===== src/rtl/uart_tx_if.sv =====
// Register-side and line-side signals of the UART transmitter.
// slave is the transmitter; master is whoever writes bytes and owns the line.
interface uart_tx_if #(
  parameter int PAYLOAD_BITS = 8
);
  logic                    uart_tx_en;
  logic [PAYLOAD_BITS-1:0] uart_tx_data;
  logic                    uart_tx_busy;
  logic                    uart_tx_active;
  logic                    uart_txd;
  logic                    uart_cts;

  modport master (
    output uart_tx_en, uart_tx_data, uart_cts,
    input  uart_tx_busy, uart_tx_active, uart_txd
  );

  modport slave (
    input  uart_tx_en, uart_tx_data, uart_cts,
    output uart_tx_busy, uart_tx_active, uart_txd
  );
endinterface


===== src/rtl/uart_tx.sv =====
// UART transmitter: one-byte holding register, start/data/stop serialiser,
// CTS-gated frame launch with back-to-back frames when the next byte is ready.
module uart_tx #(
  parameter int BIT_RATE     = 9600,
  parameter int CLK_HZ       = 50_000_000,
  parameter int PAYLOAD_BITS = 8,
  parameter int STOP_BITS    = 1
) (
  input  logic     clk,
  input  logic     reset,
  uart_tx_if.slave tx
);
  localparam int BIT_PERIOD = CLK_HZ / BIT_RATE;
  localparam int TW = (BIT_PERIOD > 1) ? $clog2(BIT_PERIOD) : 1;
  localparam int BW = (PAYLOAD_BITS > 1) ? $clog2(PAYLOAD_BITS) : 1;
  localparam logic [TW-1:0] TIMER_LAST = TW'(BIT_PERIOD - 1);
  localparam logic [BW-1:0] DATA_LAST  = BW'(PAYLOAD_BITS - 1);

  typedef enum logic [1:0] {IDLE, START, DATA, STOP} state_e;

  state_e                  state_q;
  logic [TW-1:0]           timer_q;
  logic [BW-1:0]           bit_q;
  logic                    stop_q;
  logic [PAYLOAD_BITS-1:0] hold_q;
  logic [PAYLOAD_BITS-1:0] shift_q;
  logic                    hold_full_q;
  logic                    txd_q;
  logic                    active_q;
  logic                    cts_meta_q;
  logic                    cts_sync_q;

  logic bit_done_d;
  logic last_stop_d;
  logic go_d;

  assign bit_done_d  = (timer_q == TIMER_LAST);
  assign last_stop_d = (STOP_BITS == 1) || stop_q;
  // Launch from idle, or seamlessly on the final clock of the last stop bit.
  assign go_d = hold_full_q && !cts_sync_q &&
                ((state_q == IDLE) || ((state_q == STOP) && bit_done_d && last_stop_d));

  always_ff @(posedge clk or posedge reset) begin
    if (reset) begin
      state_q     <= IDLE;
      timer_q     <= '0;
      bit_q       <= '0;
      stop_q      <= 1'b0;
      hold_q      <= '0;
      shift_q     <= '0;
      hold_full_q <= 1'b0;
      txd_q       <= 1'b1;
      active_q    <= 1'b0;
      cts_meta_q  <= 1'b1;
      cts_sync_q  <= 1'b1;
    end else begin
      cts_meta_q <= tx.uart_cts;
      cts_sync_q <= cts_meta_q;

      // busy is the pre-edge hold_full_q, so a write never collides with a launch.
      if (tx.uart_tx_en && !hold_full_q) begin
        hold_q      <= tx.uart_tx_data;
        hold_full_q <= 1'b1;
      end

      if (go_d) begin
        shift_q     <= hold_q;
        hold_full_q <= 1'b0;
        state_q     <= START;
        txd_q       <= 1'b0;
        active_q    <= 1'b1;
        timer_q     <= '0;
      end else begin
        case (state_q)
          IDLE: begin
            timer_q  <= '0;
            txd_q    <= 1'b1;
            active_q <= 1'b0;
          end
          START: begin
            if (bit_done_d) begin
              state_q <= DATA;
              timer_q <= '0;
              bit_q   <= '0;
              txd_q   <= shift_q[0];
              shift_q <= shift_q >> 1;
            end else begin
              timer_q <= timer_q + 1'b1;
            end
          end
          DATA: begin
            if (bit_done_d) begin
              timer_q <= '0;
              if (bit_q == DATA_LAST) begin
                state_q <= STOP;
                stop_q  <= 1'b0;
                txd_q   <= 1'b1;
              end else begin
                bit_q   <= bit_q + 1'b1;
                txd_q   <= shift_q[0];
                shift_q <= shift_q >> 1;
              end
            end else begin
              timer_q <= timer_q + 1'b1;
            end
          end
          STOP: begin
            txd_q <= 1'b1;
            if (bit_done_d) begin
              timer_q <= '0;
              if (last_stop_d) begin
                state_q  <= IDLE;
                active_q <= 1'b0;
              end else begin
                stop_q <= 1'b1;
              end
            end else begin
              timer_q <= timer_q + 1'b1;
            end
          end
          default: begin
            state_q  <= IDLE;
            txd_q    <= 1'b1;
            active_q <= 1'b0;
          end
        endcase
      end
    end
  end

  assign tx.uart_txd       = txd_q;
  assign tx.uart_tx_busy   = hold_full_q;
  assign tx.uart_tx_active = active_q;
endmodule

===== src/flat_wrapper.sv =====
// flat-port wrapper written by rule: the top's interface ports become plain ports
module uart_tx_flat 
#(
  parameter int BIT_RATE     = 9600,
  parameter int CLK_HZ       = 50_000_000,
  parameter int PAYLOAD_BITS = 8,
  parameter int STOP_BITS    = 1
)
  (clk, reset, tx_uart_tx_en, tx_uart_tx_data, tx_uart_cts, tx_uart_tx_busy, tx_uart_tx_active, tx_uart_txd);
  uart_tx_if #(.PAYLOAD_BITS(PAYLOAD_BITS)) tx_i ();
  input  logic clk;
  input  logic reset;
  input wire logic [$bits(tx_i.uart_tx_en)-1:0] tx_uart_tx_en;
  input wire logic [$bits(tx_i.uart_tx_data)-1:0] tx_uart_tx_data;
  input wire logic [$bits(tx_i.uart_cts)-1:0] tx_uart_cts;
  output wire logic [$bits(tx_i.uart_tx_busy)-1:0] tx_uart_tx_busy;
  output wire logic [$bits(tx_i.uart_tx_active)-1:0] tx_uart_tx_active;
  output wire logic [$bits(tx_i.uart_txd)-1:0] tx_uart_txd;
  assign tx_i.uart_tx_en = tx_uart_tx_en;
  assign tx_i.uart_tx_data = tx_uart_tx_data;
  assign tx_i.uart_cts = tx_uart_cts;
  assign tx_uart_tx_busy = tx_i.uart_tx_busy;
  assign tx_uart_tx_active = tx_i.uart_tx_active;
  assign tx_uart_txd = tx_i.uart_txd;
  uart_tx #(.BIT_RATE(BIT_RATE), .CLK_HZ(CLK_HZ), .PAYLOAD_BITS(PAYLOAD_BITS), .STOP_BITS(STOP_BITS)) u_core (.clk(clk), .reset(reset), .tx(tx_i));
endmodule

===== config.mk =====
export PLATFORM = sky130hd
export DESIGN_NAME = uart_tx_flat
export DESIGN_NICKNAME = d
export VERILOG_FILES = /design/src/rtl/uart_tx_if.sv /design/src/rtl/uart_tx.sv /design/src/flat_wrapper.sv
export SDC_FILE = /design/constraint.sdc
export NUM_CORES = 1
export LEC_CHECK = 0
export CORE_MARGIN = 2
export CORE_UTILIZATION = 54
export CTS_BUF_LIST = sky130_fd_sc_hd__clkbuf_8
export DETAILED_ROUTE_END_ITERATION = 6
export GPL_ROUTABILITY_DRIVEN = 1
export PLACE_DENSITY_LB_ADDON = 0.12
export SYNTH_ARGS = -nofsm -noshare
export SYNTH_HDL_FRONTEND = slang
export SYNTH_SLANG_ARGS = --single-unit

===== constraint.sdc =====
create_clock -name clk -period 1.8 [get_ports clk]
set_input_delay 0.18 -clock clk [delete_from_list [all_inputs] [get_ports clk]]
set_output_delay 0.18 -clock clk [all_outputs]
set_load 0.01 [all_outputs]

## Yosys cells after proc, flatten, opt, wreduce, memory -nomap -nowiden

Index checks and enable logic that the tools add are counted.

| word-level totals | value |
|---|---|
| flip-flop bits (word level) | 39 |
| memories | 0 |
| ROM bits | 0 |
| output and inout port bits | 3 |
| latch bits | 0 |
| bits in writable memories | 0 |

| cells by class | value |
|---|---|
| reduce and logical (&&, ||, !) cells | 20 |
| order comparisons | 0 |
| bitwise logic cells | 1 |
| div/mod/pow operators | 0 |
| equal/unequal tests | 13 |
| $add $sub $neg | 2 |
| multiply operators | 0 |
| shifts and indexed selects | 0 |
| mux-type cells | 28 |

Operators with widths:

| operator | number |
|---|---|
| 8-bit 2-to-1 mux | 4 |
| 13-bit 2-to-1 mux | 2 |
| 13-bit case mux with 2 select lines | 1 |
| 8-bit case mux with 2 select lines | 1 |
| 13-bit by 1-bit adder with 13-bit output, second input constant | 1 |
| 13-bit equality test, second input constant | 1 |
| 3-bit by 1-bit inequality test with 1-bit output, second input constant | 4 |
| 2-bit 2-to-1 mux | 5 |
| 5-bit AND reduction | 2 |
| 3-bit 2-to-1 mux | 3 |
| 1-bit 2-to-1 mux | 8 |
| 2-bit case mux with 3 select lines | 1 |
| 3-bit case mux with 2 select lines | 1 |
| 3-bit nonzero test | 2 |
| 2-bit equality test, second input constant | 2 |
| 1-bit logical AND | 4 |
| 2-bit by 1-bit inequality test with 1-bit output, second input constant | 2 |
| 2-bit AND reduction | 2 |
| 4-bit AND reduction | 1 |
| 2-bit nonzero test | 2 |
| 4-bit nonzero test | 1 |
| 3-bit by 1-bit adder with 3-bit output, second input constant | 1 |
| 3-bit equality test, second input constant | 1 |
| 3-bit by 2-bit inequality test with 1-bit output, second input constant | 1 |
| other kinds (10) | 11 |

## Longest topological paths before layout

| logic depth | value |
|---|---|
| word-level depth | 6 |
| mapped depth | 7 |
| gate-level depth less buffers | 7 |

## Worst setup path after synthesis

OpenSTA, ideal clock, no wires.

| timing path | value |
|---|---|
| kind | register to register |
| start point | register u_core.timer_q[0] |
| end point | register u_core.bit_q[0] |
| data required time | 1.675 ns |
| data arrival time | 1.632 ns |
| setup slack | 0.043 ns |
| cell stages (with the launch flop) | 7 |
| cell sequence | dfrtp_1 -> ha_1 -> and4bb_4 -> a41oi_2 -> nand2b_4 -> nand3_4 -> mux2_4 |

| between the ends | value |
|---|---|
| word-level cells in the longest chain between the ends | 6 |
| elaborated cells on any way between the ends | 8 |
| those cells by class | 3 x eq/ne; 1 x bitwise; 4 x reduce/logical |

Ends and longest elaborated chain:

| item | line | source |
|---|---|---|
| from (decl) | uart_tx.sv:22 | `logic [TW-1:0] timer_q;` |
| from (signal assigned) | uart_tx.sv:88 | `timer_q <= timer_q + 1'b1;` |
| from (signal assigned) | uart_tx.sv:104 | `timer_q <= timer_q + 1'b1;` |
| from (signal assigned) | uart_tx.sv:118 | `timer_q <= timer_q + 1'b1;` |
| 13-bit equality test (*) | uart_tx.sv:37 | `assign bit_done_d = (timer_q == TIMER_LAST);` |
| 1-bit logical AND | uart_tx.sv:41 | `((state_q == IDLE) \|\| ((state_q == STOP) && bit_done_d && last_stop_d));` |
| 1-bit logical OR | uart_tx.sv:41 |  |
| 1-bit logical AND | uart_tx.sv:40 | `assign go_d = hold_full_q && !cts_sync_q &&` |
| 1-bit NOT (no line) | -- |  |
| 5-bit AND reduction (no line) (*) | -- |  |
| to (signal assigned) | uart_tx.sv:99 | `bit_q <= bit_q + 1'b1;` |
| to (decl) | uart_tx.sv:23 | `logic [BW-1:0] bit_q;` |

Every way passes the cells marked *; elsewhere a longest branch is shown, timed or not.
A chain may end at the register's enable or synchronous reset.

## Final worst setup path

| timing path | value |
|---|---|
| start point | register u_core.state_q[0] |
| end point | register u_core.state_q[1] |

| between the ends | value |
|---|---|
| word-level cells in the longest chain between the ends | 6 |
| elaborated cells on any way between the ends | 15 |
| those cells by class | 7 x eq/ne; 2 x mux; 6 x reduce/logical |

Ends and longest elaborated chain:

| item | line | source |
|---|---|---|
| from (decl) | uart_tx.sv:21 | `state_e state_q;` |
| from (signal assigned) | uart_tx.sv:45 | `state_q <= IDLE;` |
| from (signal assigned) | uart_tx.sv:69 | `state_q <= START;` |
| from (signal assigned) | uart_tx.sv:82 | `state_q <= DATA;` |
| 2-bit equality test | uart_tx.sv:41, uart_tx.sv:74 |  |
| 1-bit logical AND | uart_tx.sv:41 |  |
| 1-bit logical OR | uart_tx.sv:41 |  |
| 1-bit logical AND | uart_tx.sv:40 |  |
| 3-bit by 1-bit inequality test with 1-bit output (no line) or 4-bit nonzero test (tied branches) | -- |  |
| 5-bit AND reduction (no line) | -- |  |

Several ways; a longest one is shown, not always the timed one.

==> out/qor.csv <==
metric;value;unit
area.growth.synth_to_final;30.4;%
start_util;57.3;%
avgViaCountPerCell;5.47;
ys_ff_latch;39;
maxCapViolCount;0;
crit-reg2reg-capture;u_core.state_q[1];
sequential_cell_area;982;sq um
final_layout_size_suffix_gt1_share;33.5;%
syn_area;0.00196;sq mm
ys.warnings.count;0;
layout_min_cycle_time;1.79;ns
power.ir.vdd_worst;1.01;mV
cts_made_buffers;5;
finalWirelength;4200;microns
start_kind;register;
grt_use_met1;25.9;%
synth.distinct_cells;42;
dominantRegCellSynth;dfrtp_1;
placement.setup.worst_slack;-0.0971;ns
clkSinkCount;39;
grt_antenna_before_repair;0;
timing.final.hold_violations;0;
worstSetupPathType;reg -> reg;
detailedPlacementHpwl;2670;microns
min_delay_worst_endpoint;u_core.cts_meta_q;
n_fill_cell;242;
static-leakage-power;1.16;nW
synth_cells;172;
tritoncts_clock_tree;yes;
fin_setup_tns;0;ns
fin_worst_skew;0.00567;ns
synthesis.area_per_instance;11.4;sq um
via_count_of_the_first_global_routing_pass;1430;
placementRows;21;
drc;0;
rsz0062_at_grt;yes;
antenna-diode-count;0;
dr_total_vias;1410;
cts_buffer_depth;2;
grt_max_degree;40;
met2_usage;36.6;%
worst_slack;0.00710;ns
met3_usage;4.23;%
synth-seq-area-share;50.1;%
core_area;0.00342;sq mm
antenna_violating_nets_post_route;0;
regToRegSetupSlack;0.007;ns
drtPass1Iterations;4;
worstPathRequired;1.97;ns
io_port_bufs;14;
slew_headroom;68.5;%
worstSetupEndpointType;register;
pin_count;15;
global_route.usage.total;20.8;%
status;finished clean;
grt.overflow.total;0;
clock_insertion_delay_at_the_later_pin_of_the_skew_report;0.29;ns
setup_violators_final;0;
clock_h_tree_levels;2;
root_buffer;clkbuf_8;
drtIter0Drc;59;
clock.fmax;558;MHz
timing.final.crit_share;99.6;%
cp.arrival;1.97;ns
number_of_enable_type_register_cells_in_the_synthesized_netlist;0;
multi_input_logic_area;992;sq um
wl_per_cell;16.3;microns
wire_length_of_the_first_global_routing_pass;6560;microns
timing.critical_path.fanout_max;5;
net_total_in_the_final_layout;233;
rr_startpoint;u_core.state_q[0];
slew_violations;0;
synthesis.nets;194;
worst_hold_startpoint;tx_uart_cts;
global_route.peak_usage_layer;met2;
vertical_extent_of_the_die;64.2;microns
clkTransAtPathRegs;0.07;ns
ys_async_sr_fraction;100;%
worstHoldPathType;in -> reg;
power-per-cell-area;1690;mW/mm^2
last_weighted_congestion_value_of_the_routability_driven_placer;0.886;
mostFrequentLayoutCell;dfrtp_1;
min_path_cells;1;
highest_count_cells_in_the_layout_ignoring_fill_and_taps;34 x dfrtp_1, 19 x buf_4, 18 x nor2_1;
die-width;64.2;microns
max_slew.worst_pin.slew;0.473;ns
r2r.worst_path.cells;7;
floorplan.die_area;0.00412;sq mm
## per-layer routing
layer / routed length (microns) / vias to the layer above
met5: 0 / -
met4: 45 / 0
met3: 118 / 6
li1: - / 676
met1: 1800 / 705
met2: 2230 / 23
## Yosys cell counts (5+ instances only)
cell / count / area share (%)
dfrtp_1: 36 / 46
nor2_1: 18 / 3.5
inv_1: 15 / 2.9
ha_1: 10 / 6.4
and3_1: 9 / 2.9
mux2_2: 8 / 4.6
nand2_1: 8 / 1.5
a22oi_1: 7 / 2.7
o22ai_1: 7 / 2.2
xnor2_1: 6 / 2.7
xor2_1: 5 / 2.2
## worst max path at each step
stage	startpoint	cells past startpoint	end
6_report	u_core.state_q[0]	7	u_core.state_q[1]
5_1_grt	u_core.state_q[1]	7	u_core.state_q[1]
4_1_cts	u_core.timer_q[9]	5	u_core.shift_q[7]
3_5_place_dp	u_core.state_q[0]	7	u_core.state_q[1]
3_3_place_gp	u_core.timer_q[0]	6	u_core.bit_q[0]
2_1_floorplan	u_core.timer_q[0]	6	u_core.bit_q[0]
## metrics by stage
step                hold WS, ns  total power [mW]  cells  util [%]  instance area [sq um]
finish                    0.292              4.31    258      74.7                   2550
global route              0.300              4.57    258      74.7                   2550
CTS                       0.289              3.93    249      69.9                   2390
detailed placement        0.352              3.00    238      64.8                   2210
global placement          0.348              2.90    238      64.8                   2210
floorplan                 0.184              2.48    172         -                   1960
## flip-flops by register name (all words and copies together) (netlist names)
signal and count:
u_core.cts_meta_q 1, u_core.tx.uart_txd 1, u_core.hold_q 8, u_core.state_q 2, u_core.tx.uart_tx_active 1, u_core.cts_sync_q 1, u_core.bit_q 3, u_core.shift_q 8
u_core.tx.uart_tx_busy 1, u_core.timer_q 13
## power breakdown
group | internal (mW) | total [mW] | switching, mW
combinational | 1.05 | 2.09 | 1.04
clock | 0.553 | 0.859 | 0.306
sequential | 1.17 | 1.36 | 0.188
## layout make-up
cell class              count  area share [%]
flip-flops and latches     39            38.5
multi-input cells         114            38.9
clock inverters             3            2.65
clock buffers               5            2.70
inverters                  15            2.21
repair buffers             36            12.8
well taps                  46            2.26
## critical path, cell delays in order, from the launching register on
cell and delay, ns:
dfrtp_1 0.38, inv_2 0.08, buf_4 0.14, ha_2 0.19
a211oi_2 0.22, o32a_1 0.32, o21ai_4 0.09, a32o_2 0.25
## cell families (layout without fill, tap and decap cells)
kind of cell / Yosys count / in the layout / share of synthesized area [%]
AOI/OAI and AO/OA: 32 / 32 / 12.1
DFF: 39 / 39 / 50.1
buffers and inverters: 19 / 59 / 4.29
xor gates and xnor gates: 11 / 11 / 4.93
adders and majority gates: 10 / 10 / 6.40
and+or+nand+nor: 50 / 50 / 15.8
muxes: 11 / 11 / 6.40
## what timing repair did
item | in CTS | in global routing
hold buffers | 0 | 0
setup buffers | 3 | 9
endpoints found under the setup margin | 4 | 24
resized for setup | 4 | 21
pin swaps | 2 | 8
Power figures use the tool's default switching activity.
